## config.mk

```make
export PLATFORM = sky130hd
export DESIGN_NAME = im_loader
export DESIGN_NICKNAME = d
export VERILOG_FILES = /design/src/rtl/im_loader.sv
export SDC_FILE = /design/constraint.sdc
export NUM_CORES = 1
export LEC_CHECK = 0
export CORE_MARGIN = 5
export CORE_UTILIZATION = 51
export CTS_BUF_LIST = sky130_fd_sc_hd__clkbuf_8 sky130_fd_sc_hd__clkbuf_16
export DETAILED_ROUTE_END_ITERATION = 8
export PLACE_DENSITY = 0.76
export SYNTH_ARGS = -nofsm -noshare
export SYNTH_HDL_FRONTEND = slang
export SYNTH_SLANG_ARGS = --single-unit
```

## constraint.sdc

```tcl
create_clock -name clk -period 2.66 [get_ports clk]
set_input_delay 0.399 -clock clk [delete_from_list [all_inputs] [get_ports clk]]
set_output_delay 0.399 -clock clk [all_outputs]
set_load 0.05 [all_outputs]
```

## src/rtl/im_loader.sv

```systemverilog
// ----------------------------------------------------------------------------
// im_loader
//   Program loader and write side of the instruction memory. Receives a byte
//   stream (valid/ready) framed as a 16-bit big-endian word count, N 32-bit
//   big-endian instruction words and a one-byte XOR checksum. Each assembled
//   word is written to consecutive instruction memory word addresses from 0.
//   The processor core is held in reset until a load ends with a good checksum.
//
// Parameters
//   ADDR_W      instruction memory word-address width (max 2^ADDR_W words)
//
// Ports
//   clk         system clock, rising edge
//   rst_f       synchronous active-low reset
//   start       one-cycle pulse starting a load (honoured in IDLE/DONE/ERR)
//   byte_in     stream byte
//   byte_valid  byte_in is valid
//   byte_ready  loader accepts byte_in this cycle
//   im_waddr    instruction memory write word address
//   im_wdata    instruction word to write
//   im_we       instruction memory write enable, one cycle per word
//   cpu_rst_f   active-low processor reset, high only in DONE
//   busy        load in progress
//   done        load finished with good checksum (held)
//   err         load failed (held)
//   word_count  words written in the current or last load
// ----------------------------------------------------------------------------
module im_loader #(
    parameter int unsigned ADDR_W = 16
) (
    input  logic              clk,
    input  logic              rst_f,
    input  logic              start,
    input  logic [7:0]        byte_in,
    input  logic              byte_valid,
    output logic              byte_ready,
    output logic [ADDR_W-1:0] im_waddr,
    output logic [31:0]       im_wdata,
    output logic              im_we,
    output logic              cpu_rst_f,
    output logic              busy,
    output logic              done,
    output logic              err,
    output logic [15:0]       word_count
);

    typedef enum logic [2:0] {
        S_IDLE,
        S_HDR_HI,
        S_HDR_LO,
        S_DATA,
        S_WRITE,
        S_CHK,
        S_DONE,
        S_ERR
    } state_t;

    state_t      state, state_nx;
    logic [15:0] count;
    logic [7:0]  csum;
    logic [1:0]  byte_idx;
    logic [23:0] word_sr;
    logic        accept;
    logic        start_ok;
    logic [15:0] hdr_count;
    logic        oversize;
    logic [15:0] wc_inc;

    // Ready is a pure function of state so accept does not loop back into
    // the next-state logic.
    assign byte_ready = (state == S_HDR_HI) || (state == S_HDR_LO) ||
                        (state == S_DATA)   || (state == S_CHK);
    assign accept     = byte_valid && byte_ready;
    assign start_ok   = start && ((state == S_IDLE) || (state == S_DONE) ||
                                  (state == S_ERR));

    // Full header value including the low byte being accepted this cycle.
    assign hdr_count = {count[15:8], byte_in};
    assign oversize  = 32'(hdr_count) > (32'd1 << ADDR_W);
    assign wc_inc    = word_count + 16'd1;

    always_ff @(posedge clk) begin
        if (!rst_f) begin
            state <= S_IDLE;
        end else begin
            state <= state_nx;
        end
    end

    always_comb begin
        state_nx  = state;
        im_we     = 1'b0;
        cpu_rst_f = 1'b0;
        busy      = 1'b1;
        done      = 1'b0;
        err       = 1'b0;
        case (state)
            S_IDLE: begin
                busy = 1'b0;
                if (start) state_nx = S_HDR_HI;
            end
            S_HDR_HI: begin
                if (accept) state_nx = S_HDR_LO;
            end
            S_HDR_LO: begin
                if (accept) begin
                    if (oversize)              state_nx = S_ERR;
                    else if (hdr_count == '0)  state_nx = S_CHK;
                    else                       state_nx = S_DATA;
                end
            end
            S_DATA: begin
                if (accept && (byte_idx == 2'd3)) state_nx = S_WRITE;
            end
            S_WRITE: begin
                im_we    = 1'b1;
                state_nx = (wc_inc == count) ? S_CHK : S_DATA;
            end
            S_CHK: begin
                if (accept) state_nx = (byte_in == csum) ? S_DONE : S_ERR;
            end
            S_DONE: begin
                busy      = 1'b0;
                done      = 1'b1;
                cpu_rst_f = 1'b1;
                if (start) state_nx = S_HDR_HI;
            end
            S_ERR: begin
                busy = 1'b0;
                err  = 1'b1;
                if (start) state_nx = S_HDR_HI;
            end
            default: state_nx = S_IDLE;
        endcase
    end

    // Write address/data are registered when the last byte of a word is
    // accepted, so they are stable during the WRITE cycle and hold afterwards.
    always_ff @(posedge clk) begin
        if (!rst_f) begin
            count      <= '0;
            csum       <= '0;
            byte_idx   <= '0;
            word_sr    <= '0;
            word_count <= '0;
            im_waddr   <= '0;
            im_wdata   <= '0;
        end else begin
            if (start_ok) begin
                word_count <= '0;
                csum       <= '0;
            end
            if (accept && (state != S_CHK)) begin
                csum <= csum ^ byte_in;
            end
            case (state)
                S_HDR_HI: if (accept) count[15:8] <= byte_in;
                S_HDR_LO: begin
                    if (accept) begin
                        count[7:0] <= byte_in;
                        byte_idx   <= '0;
                    end
                end
                S_DATA: begin
                    if (accept) begin
                        word_sr  <= {word_sr[15:0], byte_in};
                        byte_idx <= byte_idx + 2'd1;
                        if (byte_idx == 2'd3) begin
                            im_wdata <= {word_sr, byte_in};
                            im_waddr <= word_count[ADDR_W-1:0];
                        end
                    end
                end
                S_WRITE: word_count <= wc_inc;
                default: ;
            endcase
        end
    end

endmodule
```

After elaboration in Yosys (flattened, before gate mapping) --
Index checks and enable logic that the tools add are counted.
Cells by class: equal/unequal tests 17, bitwise gates (word level) 1, mux-type cells 20, reductions and logical operators 21, add/subtract/negate cells 2
Operator list (number):
- $mux W16 | 2
- $mux W3 | 7
- $pmux W3 S6 | 1
- $add A16 B1 Y16 const B | 1
- $eq A16 B16 Y1 | 1
- $logic_not A16 Y1 | 1
- $mux W8 | 2
- $eq A3 B3 Y1 const B | 4
- $eq A8 B8 Y1 | 1
- $ne A2 B2 Y1 const B | 4
- $xor A8 B8 Y8 | 1
- $eq A3 B2 Y1 const B | 2
- $reduce_and A2 Y1 | 3
- $reduce_and A3 Y1 | 2
- $reduce_bool A2 Y1 | 3
- $logic_or A1 B1 Y1 | 5
- $mux W1 | 5
- $reduce_and A5 Y1 | 1
- $logic_and A1 B1 Y1 | 4
- $mux W2 | 2
- $ne A2 B1 Y1 const B | 2
- $pmux W2 S2 | 1
- $eq A3 B1 Y1 const B | 1
- $logic_not A3 Y1 | 1
- 4 further kinds | 4
Storage, ports and cells: logic and storage cells 70, output and inout bits 70, bits in registers 117

Longest topological paths before layout --
depth after elaboration 8, mapped depth 9, gate-level depth less buffers 8

Worst setup path before layout --
Ideal clock, no wire load.
path kind reg-to-output, start point register state[0], end point output port done, cell stages (with the launch flop) 5, required time 2.261 ns, slack 0.072 ns, arrival 2.189 ns, path through dfxtp_1 > clkbuf_1 > clkbuf_1 > nor3_1 > buf_4
On the way: cells in the longest elaborated chain, start to end 2
Ends and longest elaborated chain:
- from (decl) | RTL line 58 | state_t state, state_nx;
- from (signal assigned) | RTL line 86 | state <= state_nx;
- $eq A3 B3 Y1
- $mux W1
- to (decl) | RTL line 42 | output logic done,
No other way between the ends.

Final worst setup path --
start point register state[2], end point output port im_we
On the way: cells in the longest elaborated chain, start to end 2
Ends and longest elaborated chain:
- $eq A3 B3 Y1 | RTL line 97 | case (state)
- $mux W1 | RTL line 97
- to (decl) | RTL line 39 | output logic im_we,
No other way between the ends.

==> impl_metrics.xml <==
<?xml version="1.0" encoding="UTF-8"?>
<metrics>
  <group name="status">
    <metric name="status" unit="">finished, final reports clean</metric>
  </group>
  <group name="synth">
    <metric name="synth.cell_area" unit="mm²">0.00556</metric>
    <metric name="synthFlopType" unit="">dfxtp_1</metric>
    <metric name="postSynthNetCount" unit="">706</metric>
    <metric name="post_synth.cell_area_avg" unit="µm²">8.03</metric>
    <metric name="synth-edff-count" unit="">0</metric>
    <metric name="synth_common_cells" unit="">nand2_1, dfxtp_1, a21boi_0</metric>
    <metric name="synth-seq-cells" unit="">117</metric>
    <metric name="netlist.area_leader.share" unit="%">42.1</metric>
    <metric name="yosys.cell_count.top_type" unit="">nand2_1</metric>
    <metric name="synth-async-reset-ratio" unit="%">0</metric>
    <metric name="synth_top_area_cell" unit="">dfxtp_1</metric>
    <metric name="synth_warnings" unit="">0</metric>
    <metric name="post_synth_inst_count" unit="">692</metric>
    <metric name="ys_seq_area_share" unit="%">42.1</metric>
    <metric name="post_synth_main_area_contributors" unit="">dfxtp_1, nand2_1, a21boi_0, o21ai_0, nor2b_1</metric>
    <metric name="synthDistinctLibCells" unit="">58</metric>
  </group>
  <group name="placement">
    <metric name="placedCellCount" unit="">873</metric>
    <metric name="routabilityCongestion" unit="">0.893</metric>
    <metric name="detailed_place_hpwl" unit="µm">9440</metric>
    <metric name="placement.setup.worst_slack" unit="ns">0.274</metric>
    <metric name="place.port_buffers" unit="">81</metric>
  </group>
  <group name="power_and_ir_drop">
    <metric name="max-vdd-ir-drop" unit="mV">0.468</metric>
    <metric name="power_frac_comb" unit="%">9.5</metric>
    <metric name="sw_frac_of_total" unit="%">24.4</metric>
    <metric name="cellLeakagePower" unit="µW">0.00240</metric>
    <metric name="power_report.internal_total" unit="µW">3380</metric>
    <metric name="power.density_cell_area" unit="mW/mm²">644</metric>
    <metric name="clockPowerShare" unit="%">49.1</metric>
    <metric name="sequential_fraction_of_design_power" unit="%">41.4</metric>
    <metric name="total_switching_power" unit="µW">1090</metric>
  </group>
  <group name="clock_tree">
    <metric name="cts_root_buf" unit="">clkbuf_8</metric>
    <metric name="max-clock-path-buffers" unit="">2</metric>
    <metric name="clk_pin_slew_worst_paths" unit="ns">0.05</metric>
    <metric name="clock_latency" unit="ns">0.52</metric>
    <metric name="numClockSinks" unit="">117</metric>
    <metric name="tritoncts" unit="">built</metric>
    <metric name="cts_buffer_count" unit="">17</metric>
    <metric name="cts_htree_levels" unit="">4</metric>
  </group>
  <group name="global_route">
    <metric name="grt_first_pass_wirelength" unit="µm">22800</metric>
    <metric name="grt_max_degree" unit="">57</metric>
    <metric name="groute.usage.overall" unit="%">21.6</metric>
    <metric name="grt-ovfl-total" unit="">0</metric>
    <metric name="antenna_found_initial" unit="">0</metric>
    <metric name="via_count_of_the_first_global_routing_pass" unit="">4727</metric>
  </group>
  <group name="setup_path">
    <metric name="critical_path.startpoint" unit="">state[2]</metric>
    <metric name="worst_ep_arrival_time" unit="ns">2.09</metric>
    <metric name="worstPathRequired" unit="ns">2.26</metric>
    <metric name="setup_slack_of_the_worst_register_to_register_path" unit="ns">0.23</metric>
    <metric name="timing.critical_path.to_type" unit="">primary output</metric>
    <metric name="path_cells" unit="">inv_2, or3_1, clkinv_2, buf_12</metric>
    <metric name="rr_endpoint" unit="">state[1]</metric>
    <metric name="beginning_of_the_worst_register_to_register_path" unit="">word_count[1]</metric>
    <metric name="criticalPathCategory" unit="">register to primary output</metric>
    <metric name="path_max_fanout" unit="">16</metric>
    <metric name="worstRegToRegCells" unit="">8</metric>
    <metric name="critPathLaunchType" unit="">register</metric>
    <metric name="crit_path_max_incr_delay" unit="ns">0.57</metric>
    <metric name="critPathSlowestCell" unit="">or3_1</metric>
    <metric name="endpoint" unit="">im_we</metric>
  </group>
  <group name="drt">
    <metric name="average_wire_length_per_cell_after_detail_routing" unit="µm">15.3</metric>
    <metric name="route.detailed.drc" unit="">0</metric>
    <metric name="detail_route.wirelength" unit="µm">13900</metric>
    <metric name="vias_per_cell" unit="">5.42</metric>
    <metric name="drt_iter0_drc" unit="">347</metric>
    <metric name="vias" unit="">4903</metric>
    <metric name="drt.antenna.violating_nets" unit="">0</metric>
    <metric name="initial_drt_pass_iterations" unit="">5</metric>
  </group>
  <group name="die">
    <metric name="initial_utilization" unit="%">51.7</metric>
    <metric name="core_area" unit="mm²">0.0107</metric>
    <metric name="std_cell_rows" unit="">38</metric>
    <metric name="die_h" unit="µm">114</metric>
    <metric name="die_footprint" unit="mm²">0.0131</metric>
    <metric name="pin_count" unit="">82</metric>
    <metric name="floorplan.die.width" unit="µm">114</metric>
  </group>
  <group name="timing">
    <metric name="grt_setup_unrepaired" unit="">false</metric>
    <metric name="finClkSkew" unit="ns">0.00722</metric>
    <metric name="max-slew-margin-rel" unit="%">64.4</metric>
    <metric name="maxSlewViolCount" unit="">0</metric>
    <metric name="timing.final.hold_violations" unit="">0</metric>
    <metric name="postLayoutSetupSlackWorst" unit="ns">0.170</metric>
    <metric name="report.final.setup_viol" unit="">0</metric>
    <metric name="f_max" unit="MHz">402</metric>
    <metric name="finalWorstPathRequiredPeriod" unit="ns">2.49</metric>
    <metric name="finalCritPeriodShare" unit="%">93.6</metric>
    <metric name="setup_tns" unit="ns">0</metric>
    <metric name="worst-slew-pin-transition" unit="ns">0.533</metric>
  </group>
  <group name="finish">
    <metric name="final_core_utilization" unit="%">64.6</metric>
    <metric name="layout-drive-gt1-share" unit="%">9.95</metric>
    <metric name="synthToLayoutAreaGrowth" unit="%">24.8</metric>
    <metric name="diodes" unit="">0</metric>
    <metric name="layoutNonFillerInstCount" unit="">904</metric>
    <metric name="finalNetCount" unit="">766</metric>
  </group>
  <group name="job">
    <metric name="max-cap-violations" unit="">0</metric>
  </group>
  <group name="hold_path">
    <metric name="hold_path_class" unit="">input pin to register</metric>
    <metric name="hold_path_startpoint" unit="">rst_f</metric>
  </group>
</metrics>
## flip-flops by register name, summed over array words and instances (netlist names)
signal,count
byte_idx,2
im_waddr,16
im_wdata,32
word_count,16
state,3
word_sr,24
count,16
csum,8
## cell type report
cell class | count | area [µm²]
Timing Repair Buffer | 98 | 947
Tap cell | 140 | 175
Sequential cell | 117 | 2350
Clock buffer | 18 | 428
Inverter | 10 | 38.8
Multi-Input combinational cell | 508 | 2860
Fill cell | 934 | 3810
Clock inverter | 13 | 143
## timing repair
item	4_1_cts	5_1_grt
endpoints found under the setup margin	2	2
hold buffers	0	0
resized for setup	2	2
buffers inserted	0	0
## layout by cell type (no fill, tap or decap), types with 4 or more instances in the layout
cell / netlist / routed
nand4_1: 7 / 7
clkdlybuf4s50_1: 0 / 75
buf_4: 11 / 19
nor3_1: 12 / 12
nand3_1: 7 / 7
and3_1: 6 / 6
xnor2_1: 12 / 12
clkbuf_16: 0 / 16
clkinv_2: 1 / 6
xor2_1: 13 / 13
o21ai_0: 28 / 28
nor4_1: 6 / 6
nor3b_1: 8 / 8
nor2b_1: 19 / 19
inv_1: 8 / 11
nand2_1: 206 / 206
or3_1: 4 / 4
a21oi_1: 22 / 22
dfxtp_1: 117 / 114
a21boi_1: 5 / 5
nand3_2: 4 / 4
nor2_1: 17 / 16
a21boi_0: 89 / 89
## routing by layer
metal / part of all wire, % / GRT usage, %
met5: 0 / 0
met4: 1.8 / 8.39
met3: 6.2 / 5.29
met2: 47 / 35.4
met1: 45 / 27.4
## logic make-up after synthesis
kind of cell | synth area share [%]
buffers and inverters | 6.53
AND/OR/NAND/NOR | 25.3
multiplexers | 0.563
AO/OA/AOI/OAI | 20.8
XOR/XNOR | 4.23
flip-flops | 42.1
adder cells (fa/ha/maj) | 0.450
## power groups by stage
| stage | logic [µW] | clock network, µW | registers, µW |
|---|---|---|---|
| 4_1_cts | 420 | 2210 | 1850 |
| 5_1_grt | 464 | 2300 | 1860 |
| 6_report | 423 | 2190 | 1850 |
| 3_5_place_dp | 419 | 0 | 1880 |
| 3_3_place_gp | 406 | 0 | 1880 |
| 2_1_floorplan | 341 | 0 | 1850 |
## worst min path at each step
stage               slack, ns  depth (start not counted)           end
CTS                      0.34                          2      state[0]
global placement         0.45                          2   im_waddr[0]
finish                   0.35                          2      state[0]
global route             0.38                          2      state[0]
detailed placement       0.45                          2  im_waddr[10]
floorplan                0.44                          2  im_wdata[24]
## worst max-delay path: cells and delay by family (launching register included)
| family | cells | cell delay, ns |
|---|---|---|
| simple gates | 1 | 0.57 |
| buf+inv | 3 | 0.52 |
| flops | 1 | 0.47 |
## per-stage QoR
step | cell area, µm² | hold WS [ns] | power (µW)
floorplan | 5560 | 0.441 | 2190
finish | 6940 | 0.355 | 4470
global placement | 6370 | 0.447 | 2290
detailed placement | 6370 | 0.447 | 2300
CTS | 6940 | 0.345 | 4480
global route | 6940 | 0.383 | 4620
Note: power is estimated with default switching activity, not from simulation.
